===== src/rtl/cc_apb_master_pkg.sv =====
// Shared definitions for the crypto-cell APB initiator: FSM encoding,
// region decode constants and the address-map check.
package cc_apb_defs;

  typedef enum logic [1:0] {
    ST_IDLE   = 2'd0,
    ST_SETUP  = 2'd1,
    ST_ACCESS = 2'd2,
    ST_GAP    = 2'd3
  } cc_state_e;

  localparam logic [3:0]  RNG             = 4'h1;
  localparam logic [3:0]  CRY_CTL         = 4'h8;
  localparam logic [11:0] CLK_STATUS_ADDR = 12'h824;

  // Only the TRNG and crypto-control regions are decoded by the slave mux.
  function automatic logic addr_mapped(input logic [11:0] addr);
    return (addr[11:8] == RNG) || (addr[11:8] == CRY_CTL);
  endfunction

endpackage


===== src/rtl/cc_apb_poll_ctr.sv =====
// Poll bookkeeping: saturating read counter, inter-read gap timer and the
// masked-match / read-limit comparators consumed by the master FSM.
module cc_apb_poll_ctr #(
  parameter logic [15:0] POLL_LIMIT = 16'd1024,
  parameter logic [3:0]  POLL_GAP   = 4'd2
) (
  input  logic        clk,
  input  logic        rst,
  input  logic        clr_i,
  input  logic        access_i,
  input  logic        in_gap_i,
  input  logic [31:0] prdata_i,
  input  logic [31:0] mask_i,
  input  logic [31:0] match_i,
  output logic        poll_match_o,
  output logic        poll_limit_hit_o,
  output logic        gap_done_o
);

  logic [15:0] rd_cnt_q, rd_cnt_d;
  logic [3:0]  gap_cnt_q, gap_cnt_d;

  // Count value including the read completing this cycle, saturating at all-ones.
  assign rd_cnt_d = (rd_cnt_q == 16'hFFFF) ? rd_cnt_q : rd_cnt_q + 16'd1;
  assign gap_cnt_d = gap_cnt_q + 4'd1;

  always_ff @(posedge clk) begin
    if (rst || clr_i) begin
      rd_cnt_q <= '0;
    end else if (access_i) begin
      rd_cnt_q <= rd_cnt_d;
    end
  end

  always_ff @(posedge clk) begin
    if (rst || !in_gap_i) begin
      gap_cnt_q <= '0;
    end else begin
      gap_cnt_q <= gap_cnt_d;
    end
  end

  assign poll_match_o     = ((prdata_i ^ match_i) & mask_i) == 32'd0;
  assign poll_limit_hit_o = rd_cnt_d >= POLL_LIMIT;
  assign gap_done_o       = in_gap_i &&
                            ((POLL_GAP == 4'd0) || (gap_cnt_q == POLL_GAP - 4'd1));

endmodule


===== src/rtl/cc_apb_master.sv =====
// Command-driven APB initiator for the crypto-cell bus: single reads/writes
// plus hardware polled reads with masked match and read-count timeout.
module cc_apb_master
  import cc_apb_defs::*;
#(
  parameter logic [15:0] POLL_LIMIT = 16'd1024,
  parameter logic [3:0]  POLL_GAP   = 4'd2
) (
  input  logic        clk,
  input  logic        rst,
  input  logic        req_valid,
  output logic        req_ready,
  input  logic        req_write,
  input  logic        req_poll,
  input  logic [11:0] req_addr,
  input  logic [31:0] req_wdata,
  input  logic [31:0] req_mask,
  input  logic [31:0] req_match,
  output logic        rsp_valid,
  output logic [31:0] rsp_rdata,
  output logic        rsp_timeout,
  output logic        rsp_unmapped,
  output logic        cc_psel,
  output logic        cc_penable,
  output logic        cc_pwrite,
  output logic [11:0] cc_paddr,
  output logic [31:0] cc_pwdata,
  input  logic [31:0] cc_prdata
);

  cc_state_e   state_q, state_d;
  logic        write_q, poll_q;
  logic [11:0] addr_q;
  logic [31:0] wdata_q, mask_q, match_q;
  logic        rsp_valid_q, rsp_timeout_q, rsp_unmapped_q;
  logic [31:0] rsp_rdata_q;

  logic accept, done, timeout_d, access, in_gap, bus_active;
  logic poll_match, poll_limit_hit, gap_done;

  cc_apb_poll_ctr #(
    .POLL_LIMIT(POLL_LIMIT),
    .POLL_GAP  (POLL_GAP)
  ) u_poll_ctr (
    .clk             (clk),
    .rst             (rst),
    .clr_i           (accept),
    .access_i        (access),
    .in_gap_i        (in_gap),
    .prdata_i        (cc_prdata),
    .mask_i          (mask_q),
    .match_i         (match_q),
    .poll_match_o    (poll_match),
    .poll_limit_hit_o(poll_limit_hit),
    .gap_done_o      (gap_done)
  );

  always_comb begin
    state_d   = state_q;
    req_ready = 1'b0;
    accept    = 1'b0;
    access    = 1'b0;
    in_gap    = 1'b0;
    done      = 1'b0;
    timeout_d = 1'b0;
    unique case (state_q)
      ST_IDLE: begin
        req_ready = !rst;
        if (req_valid && !rst) begin
          accept  = 1'b1;
          state_d = ST_SETUP;
        end
      end
      ST_SETUP: state_d = ST_ACCESS;
      ST_ACCESS: begin
        access = 1'b1;
        if (!poll_q || poll_match) begin
          done    = 1'b1;
          state_d = ST_IDLE;
        end else if (poll_limit_hit) begin
          done      = 1'b1;
          timeout_d = 1'b1;
          state_d   = ST_IDLE;
        end else if (POLL_GAP == 4'd0) begin
          state_d = ST_SETUP;
        end else begin
          state_d = ST_GAP;
        end
      end
      ST_GAP: begin
        in_gap = 1'b1;
        if (gap_done) state_d = ST_SETUP;
      end
      default: state_d = ST_IDLE;
    endcase
  end

  always_ff @(posedge clk) begin
    if (rst) begin
      state_q <= ST_IDLE;
      write_q <= 1'b0;
      poll_q  <= 1'b0;
      addr_q  <= '0;
      wdata_q <= '0;
      mask_q  <= '0;
      match_q <= '0;
    end else begin
      state_q <= state_d;
      if (accept) begin
        // A poll is always a read, whatever req_write says.
        write_q <= req_write && !req_poll;
        poll_q  <= req_poll;
        addr_q  <= req_addr;
        wdata_q <= req_wdata;
        mask_q  <= req_mask;
        match_q <= req_match;
      end
    end
  end

  always_ff @(posedge clk) begin
    if (rst) begin
      rsp_valid_q    <= 1'b0;
      rsp_rdata_q    <= '0;
      rsp_timeout_q  <= 1'b0;
      rsp_unmapped_q <= 1'b0;
    end else begin
      rsp_valid_q <= done;
      if (done) begin
        rsp_rdata_q    <= write_q ? 32'd0 : cc_prdata;
        rsp_timeout_q  <= timeout_d;
        rsp_unmapped_q <= !addr_mapped(addr_q);
      end
    end
  end

  // Bus fields are zero outside SETUP/ACCESS to match the decoder's gating.
  assign bus_active = (state_q == ST_SETUP) || (state_q == ST_ACCESS);
  assign cc_psel    = bus_active;
  assign cc_penable = (state_q == ST_ACCESS);
  assign cc_pwrite  = bus_active && write_q;
  assign cc_paddr   = bus_active ? addr_q  : 12'd0;
  assign cc_pwdata  = bus_active ? wdata_q : 32'd0;

  assign rsp_valid    = rsp_valid_q;
  assign rsp_rdata    = rsp_rdata_q;
  assign rsp_timeout  = rsp_timeout_q;
  assign rsp_unmapped = rsp_unmapped_q;

endmodule


===== config.mk =====
export PLATFORM = sky130hd
export DESIGN_NAME = cc_apb_master
export DESIGN_NICKNAME = d
export VERILOG_FILES = /design/src/rtl/cc_apb_master_pkg.sv /design/src/rtl/cc_apb_poll_ctr.sv /design/src/rtl/cc_apb_master.sv
export SDC_FILE = /design/constraint.sdc
export NUM_CORES = 1
export LEC_CHECK = 0
export CORE_MARGIN = 2
export CORE_UTILIZATION = 50
export CTS_CLUSTER_SIZE = 24
export DETAILED_ROUTE_END_ITERATION = 8
export GPL_TIMING_DRIVEN = 0
export HOLD_SLACK_MARGIN = 0.03
export PLACE_DENSITY = 0.81
export SYNTH_ARGS = -nofsm -noshare
export SYNTH_HDL_FRONTEND = slang
export SYNTH_SLANG_ARGS = --single-unit

===== constraint.sdc =====
create_clock -name clk -period 4 [get_ports clk]
set_clock_uncertainty 0.1 [all_clocks]
set_input_delay 1 -clock clk [delete_from_list [all_inputs] [get_ports clk]]
set_output_delay 1 -clock clk [all_outputs]
set_load 0.01 [all_outputs]

==> flow_summary.json <==
{
  "synth_edf_count": 0,
  "dp_hpwl_mm": 15.5,
  "critPathMaxStageDelay_ns": 0.56,
  "die_w_um": 124,
  "cts.sinks": 167,
  "instances_no_fill": 1254,
  "finalNetCount": 1214,
  "cp_cell_sequence": "inv_1 -> ha_1 -> clkbuf_1 -> and2_1 -> clkdlybuf4s50_1",
  "max-vdd-ir-drop_mv": 0.293,
  "setup_violations": 0,
  "design_area_mm2": 0.0102,
  "fillers": 1100,
  "finalCriticalPeriod_ns": 3.72,
  "cts_root_buffer": "clkbuf_16",
  "start_util_pct": 51.2,
  "antenna_found_initial": 0,
  "wl_per_cell_um": 16.8,
  "placed_cells": 1224,
  "rsz0062_at_grt": "false",
  "drt_pre_antenna_iters": 5,
  "ys_warn_count": 0,
  "cts_max_path_buffers": 2,
  "h-tree-depth": 4,
  "cts_resized": 0,
  "cts_tree": "built",
  "final_cell_mix": "clkdlybuf4s50_1, dfxtp_1, nand2_1, o21ai_0, nand2b_1",
  "max_freq_mhz": 269,
  "synth_top_area_share_pct": 46.8,
  "grt_overflow": 0,
  "avgSynthCellArea_um2": 8.74,
  "std_cell_rows": 43,
  "numCtsBuffers": 17,
  "cp-end-kind": "output pin",
  "cts_hold_buf": 0,
  "yosysTopAreaCell": "dfxtp_1",
  "placed_area_mm2": 0.00964,
  "vias_per_cell": 5.22,
  "crit_path_max_fanout": 12,
  "layout_worst_path_cycle_share_pct": 92.9,
  "gp_congestion": 0.854,
  "layout_commonest_cell": "clkdlybuf4s50_1",
  "dp_slack_ns": -0.245,
  "portBuffers": 227,
  "core_area_mm2": 0.0139,
  "wl_mm": 21.1,
  "worstPathArrival_ns": 2.62,
  "fp.dieH_um": 124,
  "holdWs_ns": 0.370,
  "worst_pin_slew_ns": 1.17,
  "synth_top_flop_cell": "dfxtp_1",
  "ys_seq_elements": 167,
  "async_flop_share_pct": 0,
  "clock_latency_ns": 0.43,
  "io_pins": 228,
  "maxCapViolCount": 0,
  "die_area_mm2": 0.0153,
  "netlist_instances": 817,
  "crit_type": "flip-flop to output pin",
  "max_slew_margin_pct": 20.7,
  "fin_ws_ns": 0.284,
  "power.density_mw_per_mm2": 410,
  "grt_pass1_wl_mm": 32.0,
  "synth-seq-area-share_pct": 46.8,
  "area_growth_pct": 43.3,
  "syn_area_mm2": 0.00714,
  "grt_pass1_vias": 6261,
  "path_clk_slew_ns": 0.06,
  "diodes": 0,
  "synth_nets": 969,
  "grt_use_total_pct": 27.5,
  "outcome": "complete, no violations",
  "power_leakage_uw": 0.00380,
  "total_power_uw": 4190,
  "yosysUniqueCellTypes": 50,
  "synth_area_leaders": "dfxtp_1, nand2b_1, o21ai_0",
  "postRouteAntennaNets": 0,
  "grt_max_degree": 17,
  "finalHoldViolCount": 0,
  "post_cts_buffers": 0,
  "drt_first_iter_violations": 482,
  "drc": 0,
  "cp_slowest_cell": "clkdlybuf4s50_1",
  "startpoint_type": "flip-flop",
  "hp-class": "flip-flop to flip-flop",
  "slew_viol_final": 0,
  "drive_gt1_share_pct": 4.28,
  "cp_data_required_time_ns": 2.90,
  "via_count": 6541
}
[synthesized netlist by cell type, types with 8 or more instances]
library cell,instances
nand4_1,11
dfxtp_1,167
a21oi_1,8
a22oi_1,17
and2_1,46
clkbuf_1,47
nor2_1,23
nand2b_1,111
xor2_1,41
nand2_1,124
o21ai_0,112
a22o_1,32
[through the flow]
step                setup TNS [ns]  utilization [%]
global placement             -3.58             69.2
CTS                              0             73.4
floorplan                        0                -
finish                           0             73.4
detailed placement           -4.79             69.2
global route                     0             73.4
[final cells by class]
type                    instances  area (um2)  share of cell area, %
clock inverters                12         153                   1.49
inverters                       7        26.3                  0.257
repair buffers                227        2270                   22.2
well taps                     180         225                   2.20
flip-flops and latches        167        3340                   32.7
plain buffers                  53         226                   2.21
clock buffers                  19         443                   4.33
multi-input cells             589        3540                   34.6
[sequential cells by signal (all words and copies together) (netlist names)]
register	count
mask_q	32
match_q	32
rsp_rdata	32
wdata_q	32
u_poll_ctr.rd_cnt_q	16
addr_q	12
u_poll_ctr.gap_cnt_q	4
state_q	2
poll_q	1
rsp_timeout	1
rsp_unmapped	1
rsp_valid	1
write_q	1
[final timing paths]
check                           cells after the start  slack (ns)        from           end
worst max-delay path                                5        0.28  state_q[0]  cc_pwdata[0]
worst min-delay path                                2        0.37  wdata_q[8]    wdata_q[8]
worst max register to register                     10        0.82  state_q[0]    match_q[7]
worst min register to register                      2        0.37  wdata_q[8]    wdata_q[8]
[report_power, final]
group / switching (uW) / internal (uW)
logic: 325 / 337
registers: 71.9 / 1790
clock network: 679 / 995
total: 1080 / 3120
[worst max-delay path: cells and delay by family, from the launching register on]
kind	cells	cell delay [ns]
flip-flops	1	0.41
AND/OR/NAND/NOR	1	0.23
buffers and inverters	3	1.01
adder cells (fa/ha/maj)	1	0.54
[routing by layer]
metal  GRT usage (%)  share of wire (%)
met2            43.5                 47
met5               0                  0
met3            8.53                6.9
met1            35.2                 44
met4            10.6                2.8
[cells by family after synthesis]
logic type	synth area share (%)
and+or+nand+nor	26.0
buffers and inverters	3.57
muxes	0.140
DFF	46.8
adders and majority gates	1.23
xor gates and xnor gates	5.40
AOI/OAI and AO/OA	16.9
No activity file was read; power rests on OpenSTA's default activity.
